--- config.mk ---
export PLATFORM = sky130hd
export DESIGN_NAME = ex_div
export DESIGN_NICKNAME = d
export VERILOG_FILES = /design/src/rtl/ex_div_pkg.sv /design/src/rtl/ex_div_iter.sv /design/src/rtl/ex_div.sv
export SDC_FILE = /design/constraint.sdc
export NUM_CORES = 1
export LEC_CHECK = 0
export BUFFER_PORTS_ARGS = -buffer_cell sky130_fd_sc_hd__buf_2
export CORE_MARGIN = 4
export CORE_UTILIZATION = 56
export CTS_CLUSTER_DIAMETER = 100
export CTS_CLUSTER_SIZE = 10
export DETAILED_ROUTE_END_ITERATION = 10
export PLACE_DENSITY = 0.73
export SLEW_MARGIN = 0
export SYNTH_ARGS = -nofsm -noshare
export SYNTH_HDL_FRONTEND = slang
export SYNTH_SLANG_ARGS = --single-unit
--- constraint.sdc ---
create_clock -name clk -period 6.4 [get_ports clk]
set_input_delay 1.28 -clock clk [delete_from_list [all_inputs] [get_ports clk]]
set_output_delay 1.28 -clock clk [all_outputs]
set_load 0.1 [all_outputs]
--- src/rtl/ex_div_pkg.sv ---
// Shared definitions for the EX-stage divider: state encodings, handshake
// levels and small helpers used by ex_div and its iteration step.
package ex_div_pkg;

  typedef enum logic [1:0] {
    DivFree   = 2'b00,
    DivByZero = 2'b01,
    DivOn     = 2'b10,
    DivEnd    = 2'b11
  } div_state_e;

  localparam logic DivResultReady    = 1'b1;
  localparam logic DivResultNotReady = 1'b0;
  localparam logic DivStart          = 1'b1;
  localparam logic DivStop           = 1'b0;
  localparam logic Flush             = 1'b1;
  localparam logic Stop              = 1'b1;

  localparam logic [31:0] ZeroWord    = 32'h0000_0000;
  localparam logic [5:0]  DivLastStep = 6'd31;

  // Two's-complement negate when neg is set; wraps for 0x80000000.
  function automatic logic [31:0] neg_if(input logic [31:0] v, input logic neg);
    return neg ? (~v + 32'd1) : v;
  endfunction

endpackage

--- src/rtl/ex_div_iter.sv ---
// One restoring-division step. The working register holds the partial
// remainder in [63:32] and the not-yet-consumed dividend bits (which become
// quotient bits as they shift out) in [31:0]. Bit 64 is always zero.
module div_iter_step (
  input  logic [64:0] work_i,
  input  logic [31:0] divisor_i,
  output logic [64:0] work_o
);

  logic [32:0] rem_sh;
  logic [32:0] diff;
  logic        unused_msb;

  assign unused_msb = work_i[64];

  // Shift in the next dividend bit, trial-subtract, keep or restore.
  always_comb begin
    rem_sh = work_i[63:31];
    diff   = rem_sh - {1'b0, divisor_i};
    if (diff[32]) begin
      work_o = {1'b0, rem_sh[31:0], work_i[30:0], 1'b0};
    end else begin
      work_o = {1'b0, diff[31:0], work_i[30:0], 1'b1};
    end
  end

endmodule

--- src/rtl/ex_div.sv ---
// Multi-cycle 32/32 radix-2 divider for DIV/DIVU in EX.
// Result is {remainder, quotient}, valid while ready_o is high.
// Optional feature: define DIV_EARLY_TERM_EN to finish in two cycles when
// the dividend magnitude is below the divisor magnitude.
module ex_div
  import ex_div_pkg::*;
(
  input  logic        clk,
  input  logic        rst,
  input  logic        flush,
  input  logic        ex_stall_i,
  input  logic        start_i,
  input  logic        signed_i,
  input  logic [31:0] dividend_i,
  input  logic [31:0] divisor_i,
  output logic [63:0] result_o,
  output logic        ready_o,
  output logic        stallreq_o
);

  div_state_e  state_q, state_d;
  logic [5:0]  cnt_q, cnt_d;
  logic [64:0] work_q, work_d;
  logic [31:0] divisor_q, divisor_d;
  logic        neg_quot_q, neg_quot_d;
  logic        neg_rem_q, neg_rem_d;
  logic [63:0] result_q, result_d;

  logic [31:0] dvd_mag;
  logic [31:0] dvs_mag;
  logic [64:0] step_work;

  assign dvd_mag = neg_if(dividend_i, signed_i & dividend_i[31]);
  assign dvs_mag = neg_if(divisor_i, signed_i & divisor_i[31]);

  div_iter_step u_step (
    .work_i   (work_q),
    .divisor_i(divisor_q),
    .work_o   (step_work)
  );

  assign ready_o    = (state_q == DivEnd) ? DivResultReady : DivResultNotReady;
  assign result_o   = (state_q == DivEnd) ? result_q : {ZeroWord, ZeroWord};
  assign stallreq_o = (start_i == DivStart && ready_o == DivResultNotReady && flush != Flush)
                      ? DivStart : DivStop;

  // Next-state and datapath updates; flush overrides everything at the end.
  always_comb begin
    state_d    = state_q;
    cnt_d      = cnt_q;
    work_d     = work_q;
    divisor_d  = divisor_q;
    neg_quot_d = neg_quot_q;
    neg_rem_d  = neg_rem_q;
    result_d   = result_q;

    case (state_q)
      DivFree: begin
        if (start_i == DivStart) begin
          if (divisor_i == ZeroWord) begin
            state_d  = DivByZero;
            result_d = {ZeroWord, ZeroWord};
`ifdef DIV_EARLY_TERM_EN
          end else if (dvd_mag < dvs_mag) begin
            // Reuse the one-cycle wait state; quotient is zero, remainder is the dividend.
            state_d  = DivByZero;
            result_d = {dividend_i, ZeroWord};
`endif
          end else begin
            state_d    = DivOn;
            cnt_d      = '0;
            work_d     = {33'd0, dvd_mag};
            divisor_d  = dvs_mag;
            neg_quot_d = signed_i & (dividend_i[31] ^ divisor_i[31]);
            neg_rem_d  = signed_i & dividend_i[31];
          end
        end
      end
      DivByZero: begin
        state_d = DivEnd;
      end
      DivOn: begin
        work_d = step_work;
        cnt_d  = cnt_q + 6'd1;
        if (cnt_q == DivLastStep) begin
          state_d  = DivEnd;
          cnt_d    = '0;
          result_d = {neg_if(step_work[63:32], neg_rem_q),
                      neg_if(step_work[31:0], neg_quot_q)};
        end
      end
      DivEnd: begin
        if (ex_stall_i != Stop) begin
          state_d = DivFree;
        end
      end
      default: begin
        state_d = DivFree;
      end
    endcase

    if (flush == Flush) begin
      state_d = DivFree;
      cnt_d   = '0;
    end
  end

  // State and datapath registers with synchronous reset.
  always_ff @(posedge clk) begin
    if (rst) begin
      state_q    <= DivFree;
      cnt_q      <= '0;
      work_q     <= '0;
      divisor_q  <= '0;
      neg_quot_q <= 1'b0;
      neg_rem_q  <= 1'b0;
      result_q   <= '0;
    end else begin
      state_q    <= state_d;
      cnt_q      <= cnt_d;
      work_q     <= work_d;
      divisor_q  <= divisor_d;
      neg_quot_q <= neg_quot_d;
      neg_rem_q  <= neg_rem_d;
      result_q   <= result_d;
    end
  end

endmodule

Word-level counts from Yosys, hierarchy flattened. Index checks and enable logic that the tools add are counted.

Flip-flop bits (word level): 170. Bits of input ports: 70. Output and inout port bits: 66. Word-level logic and storage cells: 67.

Add/sub/neg operators: 6. Eq/ne operators: 9. Muxes and demuxes: 24. Bitwise gates (word level): 11. Reductions and logical operators: 10.

Operators by type and width (count): $mux 64 (7); $pmux 64 s2 (2); $add 32x1->32 const B (4); $mux 32 (4); $not 32->32 (4); $sub 33x32->33 (1); $logic_not 32->1 (1); $mux 6 (3); $pmux 6 s2 (1); $ne 2x2->1 const B (5); $reduce_and 3->1 (3); $mux 2 (4); $pmux 2 s4 (1); $add 6x1->6 const B (1); $eq 6x5->1 const B (1); $eq 2x2->1 const B (2); $reduce_and 4->1 (1); $and 1x1->1 (3); $not 1->1 (3); $eq 2x1->1 const B (1); $logic_and 1x1->1 (2); $logic_not 2->1 (1); $mux 1 (2); $reduce_bool 2->1 (1); other kinds (2) (2).

Longest topological paths before layout. Gate-level depths: netlist of run 1.

Word-level depth: 7. Depth in mapped cells: 24. Gate-level depth less buffers: 23.

Modules after synthesis. Synthesis of run 1 repeated with hierarchy kept, for this count alone.

Cell total of the unflattened synthesis: 1545. Area total of the unflattened synthesis: 12045.3 um^2.

Modules (own cells, without submodules): ex_div (instances 1, cells each 1201, area an instance 9545.4 um^2); div_iter_step (instances 1, cells each 344, area an instance 2499.9 um^2).

Worst setup path after synthesis of run 1. Ideal clock, no wire load.

Path type: input to output. From: in start_i. To: out stallreq_o. Arrival time: 3363 ps. Slack: 1757 ps. Stages: 2. Cell sequence: inv_1 nor3_1.

Word-level cells in the longest chain between the ends: 3.

Ends and longest elaborated chain: from (decl) (line ex_div.sv:12) `input logic start_i,`; $logic_and 1x1->1 (2 in series) (line ex_div.sv:44) `assign stallreq_o = (start_i == DivStart && ready_o == DivResultNotReady && flush != Flush)`; $mux 1 (line ex_div.sv:45) `? DivStart : DivStop;`; to (decl) (line ex_div.sv:18) `output logic stallreq_o`.

No other way between the ends.

Worst setup path after layout of run 1.
From: reg work_q[50]. To: reg result_q[28].

Word-level cells in the longest chain between the ends: 7.

Ends and longest elaborated chain: from (decl) (line ex_div.sv:23) `logic [64:0] work_q, work_d;`; from (signal assigned) (line ex_div.sv:121) `work_q <= work_d;`; $sub 33x32->33 (line ex_div_iter.sv:19) `diff = rem_sh - {1'b0, divisor_i};`; $mux 64 (line ex_div_iter.sv:20) `if (diff[32]) begin`; $not 32->32 (line ex_div_pkg.sv:24) `return neg ? (~v + 32'd1) : v;`; $add 32x1->32 (line ex_div_pkg.sv:24); $mux 32 (line ex_div_pkg.sv:24); $mux 64 (line ex_div.sv:85) `if (cnt_q == DivLastStep) begin`; $pmux 64 s2 (line ex_div.sv:57) `case (state_q)`; to (signal assigned) (line ex_div.sv:125) `result_q <= result_d;`; to (decl) (line ex_div.sv:27) `logic [63:0] result_q, result_d;`.

No other way between the ends. The select of a mux whose other input is x is not followed. A chain may end at the register's enable or synchronous reset.

==> impl_metrics.toml, run 1 <==
[clocking]
clkSlewWorstSetupHoldPaths_ps = 80
ctsHoldBuffers = 0
clock-sinks = 170
clock_latency_ps = 430
cts_resized = 0
htree_num_levels = 4
cts_buffers = 17
cts_buffer_depth = 2
post_cts_buffers = 0
cts_root_buffer = "clkbuf_16"
cts_tree = "yes"

[detailed_routing]
drc = 0
via_per_inst = 6.02
dr.pass1.iters = 6
drt_iter0_drc = 1294
ant_nets = 0
routedWlPerCell_um = 17.8
vias = 11912
wl_um = 35300

[run]
maxCapViolations = 0

[global_route]
grt_max_degree = 80
grt_first_pass_wirelength_um = 56300
grt_use_total = 0.281
gr-total-overflow = 0
grt_pass1_vias = 10594
antenna_found_initial = 0

[timing]
min_period_ps = 5210
worst_pin_slew_ps = 1120
hold_viol = 0
final.setup.tns_ps = 0
finalCritPeriodShare = 0.813
setup_viol = 0
slew_headroom = 0.254
fmax_ghz = 0.192
skew_ps = 16.1
drv_slew = 0
rsz0062_at_grt = "no"

[power]
vdd.ir_drop.worst_mv = 0.177
pwr_density_cell_nw_per_um2 = 209
power_frac_seq = 0.406
share_comb_of_total_power = 0.215
p_leak_nw = 5.34
netSwitchingFraction = 0.337
pwr-share-clk = 0.379
p_sw_w = 0.000962
internal_power_w = 0.00189

[critical_path]
worstPathRequired_ps = 6700
worstSetupEndpointType = "flip-flop"
crit_arrival_ps = 5500
critical_path_class = "flip-flop to flip-flop"
crit_fanout = 16
start_kind = "flip-flop"

[floorplan]
ios = 136
initial_utilization = 0.567
dieWidth_um = 156
num_rows = 54
design.core.area_um2 = 21800
die_area_um2 = 24500
die_y_um = 156

[logic_synthesis]
yosysUniqueCellTypes = 99
avgSynthCellArea_um2 = 7.61
syn_inst = 1620
syn-cell-area_um2 = 12300
ys_ff_latch = 170
synth_edf_count = 0
yosysSeqAreaShare = 0.276
async_reset_ff_frac = 0
synth_warnings = 0
synth_nets = 1731
synth_ff_type = "dfxtp_1"

[layout]
nFillCells = 2022
area_growth_pct = 10.8
antennaDiodeCount = 0
final_cells = 1980
drive_above_1_share = 0.142
layout_common_cells = "nor2_1, dfxtp_1, nand2_1"
nets = 1798
layout_commonest_cell = "nor2_1"

[placed_design]
dp_cells = 1948
dpl.hpwl_um = 26700
place_congestion = 0.955
port_buffers = 135

[hold_path]
hold_class = "flip-flop to flip-flop"

[status]
status = "complete, no violations"
## worst max-delay path: stages (launching register included)
cell	delay [ps]
dfxtp_1	460
ha_1	380
a21oi_2	210
o21ai_1	130
a31o_1	240
a221o_1	390
a311oi_4	370
or3_4	310
nand2_2	90
inv_2	280
ha_1	230
nand2b_1	120
nor2_1	150
nand3b_1	100
o41ai_1	610
nand2_1	220
a21oi_1	290
nand2_1	100
xor2_1	150
a22oi_1	160
nor2_1	60
## per-layer routing
layer / up-vias / global-route usage / part of all wire
met1: 5423 / 0.438 / 0.48
met4: 0 / 0.0657 / 0.015
met5: - / 0 / 0
met3: 36 / 0.0531 / 0.098
met2: 519 / 0.397 / 0.40
li1: 5934 / - / -
## registers in the layout (all words and copies together) (netlist names)
register,count
result_q,64
work_q,64
divisor_q,32
cnt_q,6
state_q,2
neg_quot_q,1
neg_rem_q,1
## stage by stage
stage / worst slack (ps) / util / power (W) / hold slack (ps) / area, µm²
detailed placement: 1100 / 0.600 / 0.00178 / 435 / 13100
finish: 1190 / 0.628 / 0.00285 / 442 / 13700
floorplan: 1760 / - / 0.00160 / 417 / 12300
global route: 766 / 0.628 / 0.00297 / 467 / 13700
CTS: 1250 / 0.628 / 0.00285 / 446 / 13700
global placement: 1180 / 0.600 / 0.00177 / 425 / 13100
## cell usage after synthesis, types with 11 or more instances
cell type / n / area share
nor2_1: 187 / 0.057
dfxtp_1: 170 / 0.28
nand2_1: 152 / 0.046
a21oi_1: 132 / 0.054
xnor2_1: 79 / 0.056
and2_1: 76 / 0.039
o21ai_0: 73 / 0.030
clkbuf_1: 71 / 0.022
xor2_1: 57 / 0.040
inv_1: 56 / 0.017
a211oi_1: 44 / 0.027
ha_1: 40 / 0.041
nand3_1: 40 / 0.016
mux2i_1: 29 / 0.024
nor3_1: 29 / 0.012
o21ai_1: 27 / 0.011
a2111oi_0: 21 / 0.015
a22oi_1: 19 / 0.012
buf_2: 19 / 0.0077
nor3b_1: 17 / 0.010
o31ai_1: 17 / 0.010
nand2b_1: 13 / 0.0066
or3_1: 13 / 0.0066
a21o_1: 12 / 0.0073
or2_2: 12 / 0.0061
a31oi_1: 11 / 0.0056
nand3b_1: 11 / 0.0067
## worst paths after layout
path / start / to / slack (ps) / cells past startpoint
hold reg to reg: result_q[57] / result_q[57] / 440 / 2
setup reg to reg: work_q[50] / result_q[28] / 1190 / 20
hold / removal: result_q[57] / result_q[57] / 440 / 2
setup / recovery: work_q[50] / result_q[28] / 1190 / 20
## kinds of logic (layout without fill, tap and decap cells)
| logic type | after synthesis | after routing | synth area share |
|---|---|---|---|
| buffers and inverters | 158 | 238 | 0.0512 |
| multiplexers | 34 | 34 | 0.0281 |
| AO/OA/AOI/OAI | 460 | 460 | 0.254 |
| XOR/XNOR | 136 | 136 | 0.0966 |
| adder cells (fa/ha/maj) | 41 | 41 | 0.0422 |
| AND/OR/NAND/NOR | 621 | 621 | 0.252 |
| flip-flops | 170 | 170 | 0.276 |
## power by group through the flow
stage / combinational [W] / sequential, W / clock (W)
final: 0.000613 / 0.00116 / 0.00108
after global routing: 0.000675 / 0.00116 / 0.00113
after CTS: 0.000604 / 0.00116 / 0.00109
after detailed placement: 0.000601 / 0.00118 / 0
after global placement: 0.000597 / 0.00118 / 0
after floorplan: 0.000447 / 0.00116 / 0
## cell type report
type | instances | area (µm²) | area share
Inverter | 57 | 214 | 0.0157
Sequential cell | 170 | 3400 | 0.249
Clock inverter | 14 | 170 | 0.0125
Tap cell | 280 | 350 | 0.0256
Clock buffer | 18 | 439 | 0.0321
Timing Repair Buffer | 149 | 783 | 0.0573
Multi-Input combinational cell | 1292 | 8300 | 0.608
No activity file was read; power rests on OpenSTA's default activity.
==> run 2: changes to the inputs <==
CORE_UTILIZATION = 54   (was 56)
clock period = 4.4 ns   (was 6.4 ns; I/O delays follow)
==> run 2 against run 1 <==
  * Critical path depth down 3
  * Count of clock-buffer cells in the layout down 1
  * Largest cell class unchanged
  * Clock power up 38%
  * Register-to-register slack worse by 1000 ps
  * Non-clock buffer count up 49
  * Routed wire length up 2.3%
  * Critical endpoint is now result_q[60]
  * Sequential cell count unchanged
  * First-iteration DRC count down 0.39%
  * Largest power group unchanged
  * Maximum frequency up 23%
  * Via count up 2.0%
==> impl_metrics.toml, run 2 (synthesis gave the netlist of run 1 again) <==
[layout]
layout_common_cells = "nor2_1, dfxtp_1, nand2_1"
layout_commonest_cell = "nor2_1"
nets = 1847
final_cells = 2034
area_growth_pct = 14.5
drive_above_1_share = 0.177
final_util = 0.626
antennaDiodeCount = 0
reg_top3 = "result_q: 64 flops, work_q: 64 flops, divisor_q: 32 flops"

[floorplan]
ios = 136
num_rows = 55
initial_utilization = 0.546
die_y_um = 159
die_area_um2 = 25300
design.core.area_um2 = 22600
dieWidth_um = 159

[timing]
setup_viol = 0
hold_viol = 0
fmax_ghz = 0.236
worst_pin_slew_ps = 996
final.setup.tns_ps = 0
drv_slew = 0
slew_headroom = 0.335
setup_slack_ps = 172
skew_ps = 14.1
finalCritPeriodShare = 0.961
whs_ps = 440
min_period_ps = 4230

[power]
share_comb_of_total_power = 0.229
internal_power_w = 0.00271
power_frac_seq = 0.409
vdd.ir_drop.worst_mv = 0.302
p_sw_w = 0.00141
netSwitchingFraction = 0.342
pwr-share-clk = 0.362
pwr_density_cell_nw_per_um2 = 292
p_leak_nw = 5.58

[critical_path]
worstSetupEndpointType = "flip-flop"
critPathMostFrequentCell = "buf_4"
slowest_delay_ps = 420
crit_fanout = 7
crit_slowest_cell = "dfxtp_1"
worstPathCellList = "ha_1, and2_0, and4_1, a221o_1, a311oi_4, buf_4, o21ai_2, nand2_4, mux2i_4, ha_2, and3_1, nand4_1, o32a_4, buf_4, o31ai_1, xor2_1, o21ai_1"
critical_path_class = "flip-flop to flip-flop"
r2r_setup_slack_ps = 170
reg2reg_to = "result_q[60]"
worstPathRequired_ps = 4720
worstRegToRegCells = 17
reg2reg_from = "work_q[54]"
crit_arrival_ps = 4550
start_kind = "flip-flop"

[clocking]
clkSlewWorstSetupHoldPaths_ps = 70
clock_latency_ps = 440
htree_num_levels = 4
clock-sinks = 170
cts_tree = "yes"
cts_root_buffer = "clkbuf_16"
cts_buffers = 17
cts_buffer_depth = 2

[detailed_routing]
routedWlPerCell_um = 17.7
top_layer = "met4"
dr.pass1.iters = 6
wl_met2_um = 14800
drc = 0
vias = 12148
wl_met1_um = 17500
wl_met3_um = 3420
wl_um = 36100
drt_iter0_drc = 1289
ant_nets = 0
via_per_inst = 5.97

[hold_path]
hold_depth = 2
hold_class = "flip-flop to flip-flop"
holdPathEnd = "result_q[52]"
worstHoldStart = "result_q[52]"

[global_route]
antenna_found_initial = 0
grt_first_pass_wirelength_um = 57300
grt_pass1_vias = 10857
grt_max_degree = 68
gr-total-overflow = 0
grt_use_total = 0.271

[status]
status = "complete, no violations"

[placed_design]
dp_cells = 1993
dpl.hpwl_um = 27700
port_buffers = 135
place_congestion = 0.962
dp_slack_ps = 54.0

[run]
maxCapViolations = 0
[run 2: cell types whose count changed in the layout (fill, tap and decap cells not counted), moves of 3 or more]
cell / change
dfxtp_1: -3
a21oi_1: -5
a21oi_2: +5
ha_2: +3
ha_1: -5
dfxtp_2: +3
buf_4: +48
[run 2: cell type report]
class	instances	area [µm²]
clock buffer	17	425
clock inverter	15	150
fill	2098	8450
inverter	57	214
multi-input combinational	1292	8410
sequential	170	3410
tap	285	357
timing repair buffer	198	1160
[run 2: per-layer routing]
metal,vias to the layer above,global-route usage
met5,-,0
met4,0,0.0540
met3,37,0.0632
met2,504,0.384
met1,5588,0.417
li1,6019,-
[run 2: power by group through the flow]
stage / clock [W] / combinational, W / sequential, W
after CTS: 0.00151 / 0.000911 / 0.00168
after floorplan: 0 / 0.000652 / 0.00168
after global routing: 0.00157 / 0.00103 / 0.00169
after detailed placement: 0 / 0.000907 / 0.00171
after global placement: 0 / 0.000897 / 0.00171
final: 0.00149 / 0.000944 / 0.00168
[run 2: critical path, delay by kind of cell, from the launching register on]
family                   cells  cell delay [ps]
AO/OA/AOI/OAI                6             1470
XOR/XNOR                     1              180
adder cells (fa/ha/maj)      2              530
buffers and inverters        2              330
flip-flops                   1              420
multiplexers                 1              270
AND/OR/NAND/NOR              5              920
[run 2: worst max-delay path by stage]
stage / start / to / slack, ps / cells after the start
after floorplan: work_q[50] / result_q[62] / -50 / 19
after global placement: work_q[50] / result_q[62] / 190 / 16
after detailed placement: work_q[50] / result_q[62] / 50 / 16
after CTS: work_q[50] / result_q[62] / 50 / 16
after global routing: work_q[31] / result_q[58] / -50 / 21
final: work_q[54] / result_q[60] / 170 / 17
[run 2: through the flow]
stage	power (W)	area, µm²
2_1_floorplan	0.00233	12300
3_3_place_gp	0.00261	13400
3_5_place_dp	0.00262	13400
4_1_cts	0.00410	14000
5_1_grt	0.00430	14100
6_report	0.00412	14100
[run 2: repair_timing]
item | 4_1_cts | 5_1_grt
resized for setup | 0 | 20
endpoints found under the hold margin | 0 | 0
hold buffers | 0 | 0
setup endpoints to repair | 0 | 14
buffers inserted | 0 | 9
